File: src/rtl/sram_match_engine_if.sv
// rtl/sram_match_engine_if.sv - request/result and SRAM status probe bundle for sram_match_engine
interface sram_match_engine_if #(
    parameter int IDX_W   = 5,
    parameter int SPACE_W = 11,
    parameter int AMT_W   = 9,
    parameter int LEN_W   = 6,
    parameter int TICK_W  = 8
);
    logic               match_req;
    logic               match_abort;
    logic [1:0]         mode;
    logic [LEN_W-1:0]   new_length;
    logic [TICK_W-1:0]  match_threshold;
    logic [TICK_W-1:0]  match_timeout;
    logic [IDX_W-1:0]   probe_sram;
    logic               accessible;
    logic [SPACE_W-1:0] free_space;
    logic [AMT_W-1:0]   packet_amount;
    logic               match_busy;
    logic               match_suc;
    logic               match_fail;
    logic [IDX_W:0]     match_best_sram;

    modport slave (
        input  match_req, match_abort, mode, new_length, match_threshold, match_timeout,
        input  accessible, free_space, packet_amount,
        output probe_sram, match_busy, match_suc, match_fail, match_best_sram
    );

    modport master (
        output match_req, match_abort, mode, new_length, match_threshold, match_timeout,
        output accessible, free_space, packet_amount,
        input  probe_sram, match_busy, match_suc, match_fail, match_best_sram
    );
endinterface

File: src/rtl/sram_match_engine.sv
// rtl/sram_match_engine.sv - round-robin SRAM scan picking a destination by amount, space or first fit
module sram_match_engine #(
    parameter int NUM_SRAM = 32,
    parameter int IDX_W    = 5,
    parameter int SPACE_W  = 11,
    parameter int AMT_W    = 9,
    parameter int LEN_W    = 6,
    parameter int TICK_W   = 8
) (
    input  logic                clk,
    input  logic                rst_n,
    sram_match_engine_if.slave  bus
);
    localparam int CMP_W = (SPACE_W > LEN_W + 1) ? SPACE_W : LEN_W + 1;
    localparam logic [IDX_W-1:0] LAST_IDX = IDX_W'(NUM_SRAM - 1);
    localparam logic [IDX_W:0]   NO_SRAM  = (IDX_W + 1)'(NUM_SRAM);

    typedef enum logic [1:0] {IDLE, SCAN, DONE} state_t;

    state_t             state;
    logic [IDX_W-1:0]   ptr;
    logic [IDX_W-1:0]   start_ptr;
    logic [IDX_W-1:0]   ptr_nx;
    logic [TICK_W-1:0]  tick;
    logic               found;
    logic [1:0]         mode_r;
    logic [LEN_W-1:0]   len_r;
    logic [AMT_W-1:0]   best_amt;
    logic [SPACE_W-1:0] best_space;
    logic [IDX_W:0]     best_sram;
    logic               suc_r;
    logic               fail_r;
    logic [CMP_W-1:0]   space_c;
    logic [CMP_W-1:0]   need_c;
    logic               qualify;
    logic               take;
    logic               scan_end;

    // Widened compare so new_length+1 can never wrap against a narrow free_space.
    assign space_c = CMP_W'(bus.free_space);
    assign need_c  = CMP_W'(len_r) + CMP_W'(1);
    assign qualify = bus.accessible && (space_c >= need_c);
    assign ptr_nx  = (ptr == LAST_IDX) ? '0 : ptr + 1'b1;

    always_comb begin
        take = 1'b0;
        case (mode_r)
            2'd1:    take = qualify && (!found || bus.free_space > best_space);
            2'd2:    take = qualify && !found;
            default: take = qualify && (!found || bus.packet_amount >= best_amt);
        endcase
    end

    assign scan_end = (found && (tick >= bus.match_threshold || mode_r == 2'd2))
                    || (tick == bus.match_timeout);

    assign bus.probe_sram      = ptr;
    assign bus.match_busy      = (state != IDLE);
    assign bus.match_suc       = suc_r && !bus.match_abort;
    assign bus.match_fail      = fail_r && !bus.match_abort;
    assign bus.match_best_sram = best_sram;

    always_ff @(posedge clk) begin
        if (!rst_n) begin
            state      <= IDLE;
            ptr        <= '0;
            start_ptr  <= '0;
            tick       <= '0;
            found      <= 1'b0;
            mode_r     <= '0;
            len_r      <= '0;
            best_amt   <= '0;
            best_space <= '0;
            best_sram  <= NO_SRAM;
            suc_r      <= 1'b0;
            fail_r     <= 1'b0;
        end else begin
            suc_r  <= 1'b0;
            fail_r <= 1'b0;
            case (state)
                IDLE: begin
                    if (bus.match_req) begin
                        mode_r     <= (bus.mode == 2'd3) ? 2'd0 : bus.mode;
                        len_r      <= bus.new_length;
                        ptr        <= start_ptr;
                        tick       <= '0;
                        found      <= 1'b0;
                        best_amt   <= '0;
                        best_space <= '0;
                        best_sram  <= NO_SRAM;
                        state      <= SCAN;
                    end
                end
                SCAN: begin
                    if (bus.match_abort) begin
                        state <= IDLE;
                    end else begin
                        ptr <= ptr_nx;
                        if (tick != '1)
                            tick <= tick + 1'b1;
                        if (take) begin
                            found      <= 1'b1;
                            best_sram  <= {1'b0, ptr};
                            best_amt   <= bus.packet_amount;
                            best_space <= bus.free_space;
                        end
                        // The candidate probed on the final tick still counts toward the result.
                        if (scan_end) begin
                            state  <= DONE;
                            suc_r  <= found || take;
                            fail_r <= !(found || take);
                        end
                    end
                end
                DONE: begin
                    state <= IDLE;
                    if (!bus.match_abort && suc_r)
                        start_ptr <= (best_sram[IDX_W-1:0] == LAST_IDX) ? '0
                                   : best_sram[IDX_W-1:0] + 1'b1;
                end
                default: state <= IDLE;
            endcase
        end
    end
endmodule

File: src/flat_wrapper.sv
// flat-port wrapper written by rule: the top's interface ports become plain ports
module sram_match_engine_flat 
#(
    parameter int NUM_SRAM = 32,
    parameter int IDX_W    = 5,
    parameter int SPACE_W  = 11,
    parameter int AMT_W    = 9,
    parameter int LEN_W    = 6,
    parameter int TICK_W   = 8
)
  (clk, rst_n, bus_match_req, bus_match_abort, bus_mode, bus_new_length, bus_match_threshold, bus_match_timeout, bus_accessible, bus_free_space, bus_packet_amount, bus_probe_sram, bus_match_busy, bus_match_suc, bus_match_fail, bus_match_best_sram);
  sram_match_engine_if #(.IDX_W(IDX_W), .SPACE_W(SPACE_W), .AMT_W(AMT_W), .LEN_W(LEN_W), .TICK_W(TICK_W)) bus_i ();
  input  logic clk;
  input  logic rst_n;
  input wire logic [$bits(bus_i.match_req)-1:0] bus_match_req;
  input wire logic [$bits(bus_i.match_abort)-1:0] bus_match_abort;
  input wire logic [$bits(bus_i.mode)-1:0] bus_mode;
  input wire logic [$bits(bus_i.new_length)-1:0] bus_new_length;
  input wire logic [$bits(bus_i.match_threshold)-1:0] bus_match_threshold;
  input wire logic [$bits(bus_i.match_timeout)-1:0] bus_match_timeout;
  input wire logic [$bits(bus_i.accessible)-1:0] bus_accessible;
  input wire logic [$bits(bus_i.free_space)-1:0] bus_free_space;
  input wire logic [$bits(bus_i.packet_amount)-1:0] bus_packet_amount;
  output wire logic [$bits(bus_i.probe_sram)-1:0] bus_probe_sram;
  output wire logic [$bits(bus_i.match_busy)-1:0] bus_match_busy;
  output wire logic [$bits(bus_i.match_suc)-1:0] bus_match_suc;
  output wire logic [$bits(bus_i.match_fail)-1:0] bus_match_fail;
  output wire logic [$bits(bus_i.match_best_sram)-1:0] bus_match_best_sram;
  assign bus_i.match_req = bus_match_req;
  assign bus_i.match_abort = bus_match_abort;
  assign bus_i.mode = bus_mode;
  assign bus_i.new_length = bus_new_length;
  assign bus_i.match_threshold = bus_match_threshold;
  assign bus_i.match_timeout = bus_match_timeout;
  assign bus_i.accessible = bus_accessible;
  assign bus_i.free_space = bus_free_space;
  assign bus_i.packet_amount = bus_packet_amount;
  assign bus_probe_sram = bus_i.probe_sram;
  assign bus_match_busy = bus_i.match_busy;
  assign bus_match_suc = bus_i.match_suc;
  assign bus_match_fail = bus_i.match_fail;
  assign bus_match_best_sram = bus_i.match_best_sram;
  sram_match_engine #(.NUM_SRAM(NUM_SRAM), .IDX_W(IDX_W), .SPACE_W(SPACE_W), .AMT_W(AMT_W), .LEN_W(LEN_W), .TICK_W(TICK_W)) u_core (.clk(clk), .rst_n(rst_n), .bus(bus_i));
endmodule
File: config.mk
export PLATFORM = sky130hd
export DESIGN_NAME = sram_match_engine_flat
export DESIGN_NICKNAME = d
export VERILOG_FILES = /design/src/rtl/sram_match_engine_if.sv /design/src/rtl/sram_match_engine.sv /design/src/flat_wrapper.sv
export SDC_FILE = /design/constraint.sdc
export NUM_CORES = 1
export LEC_CHECK = 0
export ABC_AREA = 1
export CAP_MARGIN = 20
export CORE_MARGIN = 8
export CORE_UTILIZATION = 50
export DETAILED_ROUTE_END_ITERATION = 16
export GPL_TIMING_DRIVEN = 0
export HOLD_SLACK_MARGIN = 0.03
export PLACE_DENSITY = 0.82
export SLEW_MARGIN = 20
export SYNTH_ARGS = -nofsm -noshare
export SYNTH_HDL_FRONTEND = slang
export SYNTH_SLANG_ARGS = --single-unit
File: constraint.sdc
create_clock -name clk -period 2.49 [get_ports clk]
set_input_delay 0.498 -clock clk [delete_from_list [all_inputs] [get_ports clk]]
set_output_delay 0.498 -clock clk [all_outputs]
set_load 0.02 [all_outputs]
* Word level (Yosys, flattened, before mapping)
Index checks and enable logic that the tools add are counted.
** Word-level totals
- Register bits after elaboration :: 57
- Bits of input ports :: 49
- Output and inout bits :: 14
- Word-level logic and storage cells :: 93
** Cells by class
- $add $sub $neg :: 4
- $lt $le $gt $ge :: 4
- Equal/unequal tests :: 14
- Mux-type cells :: 31
- Bitwise operators :: 3
- Reduce and logical (&&, ||, !) cells :: 25
** Operators with widths (number)
- $mux 11 :: 3
- $mux 9 :: 3
- $mux 8 :: 3
- $pmux 11 s2 :: 1
- $mux 5 :: 4
- $mux 6 :: 3
- $pmux 9 s2 :: 1
- $pmux 8 s2 :: 1
- $pmux 6 s2 :: 1
- $ge 11x11->1 :: 1
- $gt 11x11->1 :: 1
- $add 5x1->5 const B :: 2
- $eq 5x5->1 const B :: 2
- $pmux 5 s2 :: 1
- $ge 9x9->1 :: 1
- $add 8x1->8 const B :: 1
- $eq 8x8->1 :: 1
- $ge 8x8->1 :: 1
- $mux 2 :: 4
- $ne 8x8->1 const B :: 1
- $reduce_and 4->1 :: 2
- $add 6x1->7 const B :: 1
- $logic_and 1x1->1 :: 7
- $eq 2x2->1 const B :: 3
- other kinds (15) :: 32

* Logic depth before layout (Yosys ltp)
- Depth in word-level cells :: 8
- Gate-level depth with buffers :: 18

* Worst setup path before layout
No wires, ideal clock.
- Path kind :: flip-flop to flip-flop
- Start point :: register u_core.len_r[0]
- End point :: register u_core.best_sram[4], in the netlist u_core.bus.match_best_sram[4]
- Arrival :: 2.042 ns
- Setup slack :: 0.316 ns
- Stages on the path, launching flop included :: 17
- Clock period less this slack :: 2.174 ns
- Path through :: dfxtp_1 > ha_1 > nand3_1 > nand3b_1 > ha_1 > nand2_1 > nor3_1 > nand2_1 > nand3_1 > nand2_1 > inv_1 > nand2_1 > nand2_2 > nand2_4 > buf_6 > nand2_1 > a21oi_1
** On the way
- Longest elaborated chain between the ends :: 7
** RTL lines
- from (decl) :: line sram_match_engine.sv:27 : logic [LEN_W-1:0] len_r;
- from (signal assigned) :: line sram_match_engine.sv:84 : len_r <= bus.new_length;
- $add 6x1->7 (*) :: line sram_match_engine.sv:41 : assign need_c = CMP_W'(len_r) + CMP_W'(1);
- $ge 11x11->1 (*) :: line sram_match_engine.sv:42 : assign qualify = bus.accessible && (space_c >= need_c);
- $logic_and 1x1->1 (*) :: line sram_match_engine.sv:42
- $logic_and 1x1->1, on equally long branches :: line sram_match_engine.sv:50, sram_match_engine.sv:48, sram_match_engine.sv:49
- $pmux 1 s2 (*) :: line sram_match_engine.sv:47 : case (mode_r)
- $ne 2x1->1 (no source line) (*)
- $reduce_and 4->1 (no source line) (*)
- to (signal assigned) :: line sram_match_engine.sv:103 : best_sram <= {1'b0, ptr};
- to (decl) :: line sram_match_engine.sv:30 : logic [IDX_W:0] best_sram;
Every way passes the cells marked *; elsewhere a longest branch is shown, timed or not.
A chain may end at the register's enable or synchronous reset.

* Worst setup path after layout
- Start point :: register u_core.len_r[0]
- End point :: register u_core.best_space[4]
** On the way
- Longest elaborated chain between the ends :: 7
** RTL lines
- $add 6x1->7 (*) :: line sram_match_engine.sv:41
- $ge 11x11->1 (*) :: line sram_match_engine.sv:42
- $logic_and 1x1->1 (*) :: line sram_match_engine.sv:42
- $logic_and 1x1->1, on equally long branches :: line sram_match_engine.sv:50, sram_match_engine.sv:48, sram_match_engine.sv:49
- $pmux 1 s2 (*) :: line sram_match_engine.sv:47
- $ne 2x1->1 (no source line) (*)
- $reduce_and 4->1 (no source line) (*)
- to (signal assigned) :: line sram_match_engine.sv:105 : best_space <= bus.free_space;
- to (decl) :: line sram_match_engine.sv:29 : logic [SPACE_W-1:0] best_space;
Marked as above.

==> flow_summary.toml <==
[synthesis]
synth.ff_latch_count = 57
synth_area_leaders = "dfxtp_1 31%, ha_1 14%, nand2_1 11%"
yosysTopAreaCell = "dfxtp_1"
syn-cell-area_sq_um = 3660
syn_nets = 627
avgSynthCellArea_sq_um = 6.81
synth_cell_type_count = 35
synth_top_area_frac = 0.312
yosys_most_used_dff = "dfxtp_1"
synth_edf_count = 0
ys_seq_area_frac = 0.312
async_flop_share = 0
netlist_instances = 537
ys_warn_count = 0

[pwr]
power_density_nw_per_um2 = 500
irDropWorstVdd_uv = 355
p_leak_nw = 2.07

[layout]
diodes = 0
syn_to_final_growth_pct = 29.9
num-nets-final = 702
drive_gt1_frac = 0.0827
utilization = 0.662

[grt]
overflow = 0
use_met2 = 0.310
grt_use_total = 0.192
grt_pass1_vias = 3464
grt_use_met1 = 0.234
use_met3 = 0.0399
grt_first_pass_wirelength_mm = 15.7
antenna_found_initial = 0
grt_max_degree = 11
busiest_layer = "met2"

[detailed_routing]
drt_iter0_markers = 184
vias = 3686
antenna_left = 0
drt-total-wl_mm = 9.99
firstDrtPassIters = 5
drc = 0
via_per_inst = 5.15
routedWlPerCell_microns = 13.9

[placed_design]
place_hpwl_mm = 7.10
place_ws_ps = -276
gp_congestion = 0.890
portBuffers = 62

[worst_hold_path]
hold_end = "u_core.best_space[9]"
min-delay-start = "u_core.best_space[9]"
holdPathStages = 2
hp-class = "flip-flop to flip-flop"

[timing]
max_freq_ghz = 0.409
fin_crit_sh = 0.982
setup_viol = 0
finalMaxSlewViolations = 0
hold_viol = 0
fin_skew_ps = 4.71
tightest_slew_ps = 617
period_needed_ps = 2450
max_slew_margin = 0.589
setup_ws_ps = 43.7

[setup_path]
worstPathCellList = "ha_4, nand3_2, nand3b_1, ha_4, nand2_1, o21ai_0, nor2_1, nand3_2, nand2_2, inv_2, nand2_2, nand2_4, buf_6, nand3_1, a21oi_1"
reg2regPathDepth = 15
worstSetupPathType = "flip-flop to flip-flop"
cp-start-kind = "flip-flop"
r2r_end = "u_core.best_space[4]"
critPathSlowestCell = "dfxtp_4"
critPathTopFamily = "simple AND/OR/NAND/NOR gates"
cp.arrival_ps = 2720
cp.required_ps = 2760
critical_path_buf_inv_count = 2
cp_max_fo = 10
cp_slowest_stage_delay_ps = 360
r2r_slack_ps = 40
setup.worst_path.end_class = "flip-flop"
worstReg2RegStart = "u_core.len_r[0]"

[clocking]
htree_levels = 3
path_clk_slew_ps = 70
cts_sinks = 57
cts-root-buf = "clkbuf_8"
clk_latency_ps = 350
clock_path_buffers = 2
cts_buffers = 9
cts_tree = "done"

[die]
ioPinCount = 63
start_util = 0.510
row_count = 31
core_sq_um = 7180
die_w_microns = 102
die-area_sq_um = 10300
die_height_microns = 102

[flow_run]
cap_violations = 0

[status]
status = "complete, no violations"
[through the flow]
| stage | cell area [sq um] | total power, mW | hold WS (ps) | setup TNS [ps] | instances |
|---|---|---|---|---|---|
| after global placement | 4400 | 1.45 | 447 | -4460 | 698 |
| after floorplan | 3660 | 1.28 | 439 | 0 | 537 |
| after CTS | 4600 | 2.34 | 462 | 0 | 714 |
| after global routing | 4750 | 2.48 | 477 | -1740 | 716 |
| after detailed placement | 4400 | 1.46 | 451 | -6220 | 698 |
| final | 4750 | 2.38 | 461 | 0 | 716 |
[worst max path at each step]
stage | from | to | slack [ps] | depth (start not counted)
after floorplan | u_core.len_r[0] | u_core.bus.match_best_sram[4] | 320 | 16
after global placement | bus_free_space[10] | u_core.best_space[10] | -200 | 18
after detailed placement | bus_free_space[10] | u_core.best_space[3] | -280 | 18
after CTS | u_core.len_r[1] | u_core.best_space[3] | 3 | 16
after global routing | u_core.len_r[0] | u_core.best_space[4] | -120 | 16
final | u_core.len_r[0] | u_core.best_space[4] | 40 | 15
[Yosys cell counts (all sizes together) (2+ instances only)]
cell and instances:
clkbuf 10, dfxtp 57, xor2 14, nor4 2
a31oi 2, nand4 5, buf 5, nand2 113
nand3 39, ha 41, or2 2, xnor2 2
nor2 73, inv 89, nor3 7, a211oi 2
a221oi 2, a21oi 47, o21ai 19, clkinv 2
[sequential cells by signal, summed over array words and instances, names as in the netlist, 2 cells and up]
| name | flops |
|---|---|
| u_core.len_r | 6 |
| u_core.best_amt | 9 |
| u_core.best_space | 11 |
| u_core.mode_r | 2 |
| u_core.state | 2 |
| u_core.tick | 8 |
| u_core.bus.probe_sram | 5 |
| u_core.start_ptr | 5 |
| u_core.bus.match_best_sram | 6 |
[cells by family (layout without fill, tap and decap cells)]
| group | after synthesis | in the layout | synth area share |
|---|---|---|---|
| and+or+nand+nor | 242 | 242 | 0.285 |
| buffers and inverters | 106 | 186 | 0.116 |
| AOI/OAI and AO/OA | 75 | 75 | 0.109 |
| DFF | 57 | 57 | 0.312 |
| adders and majority gates | 41 | 41 | 0.140 |
| xor gates and xnor gates | 16 | 16 | 0.0383 |
[layer usage]
| metal | wire length, microns | vias up |
|---|---|---|
| li1 | - | 1863 |
| met1 | 4380 | 1682 |
| met2 | 4810 | 115 |
| met3 | 548 | 26 |
| met4 | 246 | 0 |
| met5 | 0 | - |
[placed cells by master (no fill, tap or decap), types with 3 or more instances in the layout]
cell | netlist | final
nand2_1 | 108 | 106
inv_1 | 86 | 85
nor2_1 | 72 | 71
clkdlybuf4s50_1 | 0 | 60
dfxtp_1 | 57 | 54
a21oi_1 | 47 | 46
nand3_1 | 39 | 37
ha_1 | 41 | 37
o21ai_0 | 18 | 18
xor2_1 | 14 | 14
clkbuf_1 | 10 | 11
clkbuf_8 | 0 | 10
nand4_1 | 5 | 5
inv_2 | 3 | 4
nor3_1 | 6 | 4
ha_4 | 0 | 4
clkinv_2 | 1 | 3
nand2_2 | 2 | 3
nor3_2 | 1 | 3
[layout make-up]
cell class	instances	area (sq um)
buffer	15	95.1
tap	99	124
clock buffer	11	141
multi-input combinational	374	2190
fill	604	2420
inverter	91	343
timing repair buffer	64	653
clock inverter	5	55.1
sequential	57	1150
[power by group]
part / total (mW) / internal (mW) / switching, mW / leakage (nW)
logic: 0.510 / 0.228 / 0.282 / 1.51
clock network: 0.886 / 0.486 / 0.401 / 0.0953
registers: 0.979 / 0.946 / 0.0332 / 0.465
total: 2.38 / 1.66 / 0.716 / 2.07
[tightest hold or removal path: stages, from the launching register on]
cell and delay [ps]:
dfxtp_1 310, nand2_1 60, a21oi_1 50
[repair_timing]
item / in CTS / in global routing
pin swaps: 0 / 3
hold endpoints to repair: 0 / 0
setup buffers: 0 / 2
hold buffers: 0 / 0
gates resized for setup: 1 / 26
endpoints found under the setup margin: 21 / 27
(Power assumes the default switching activity.)
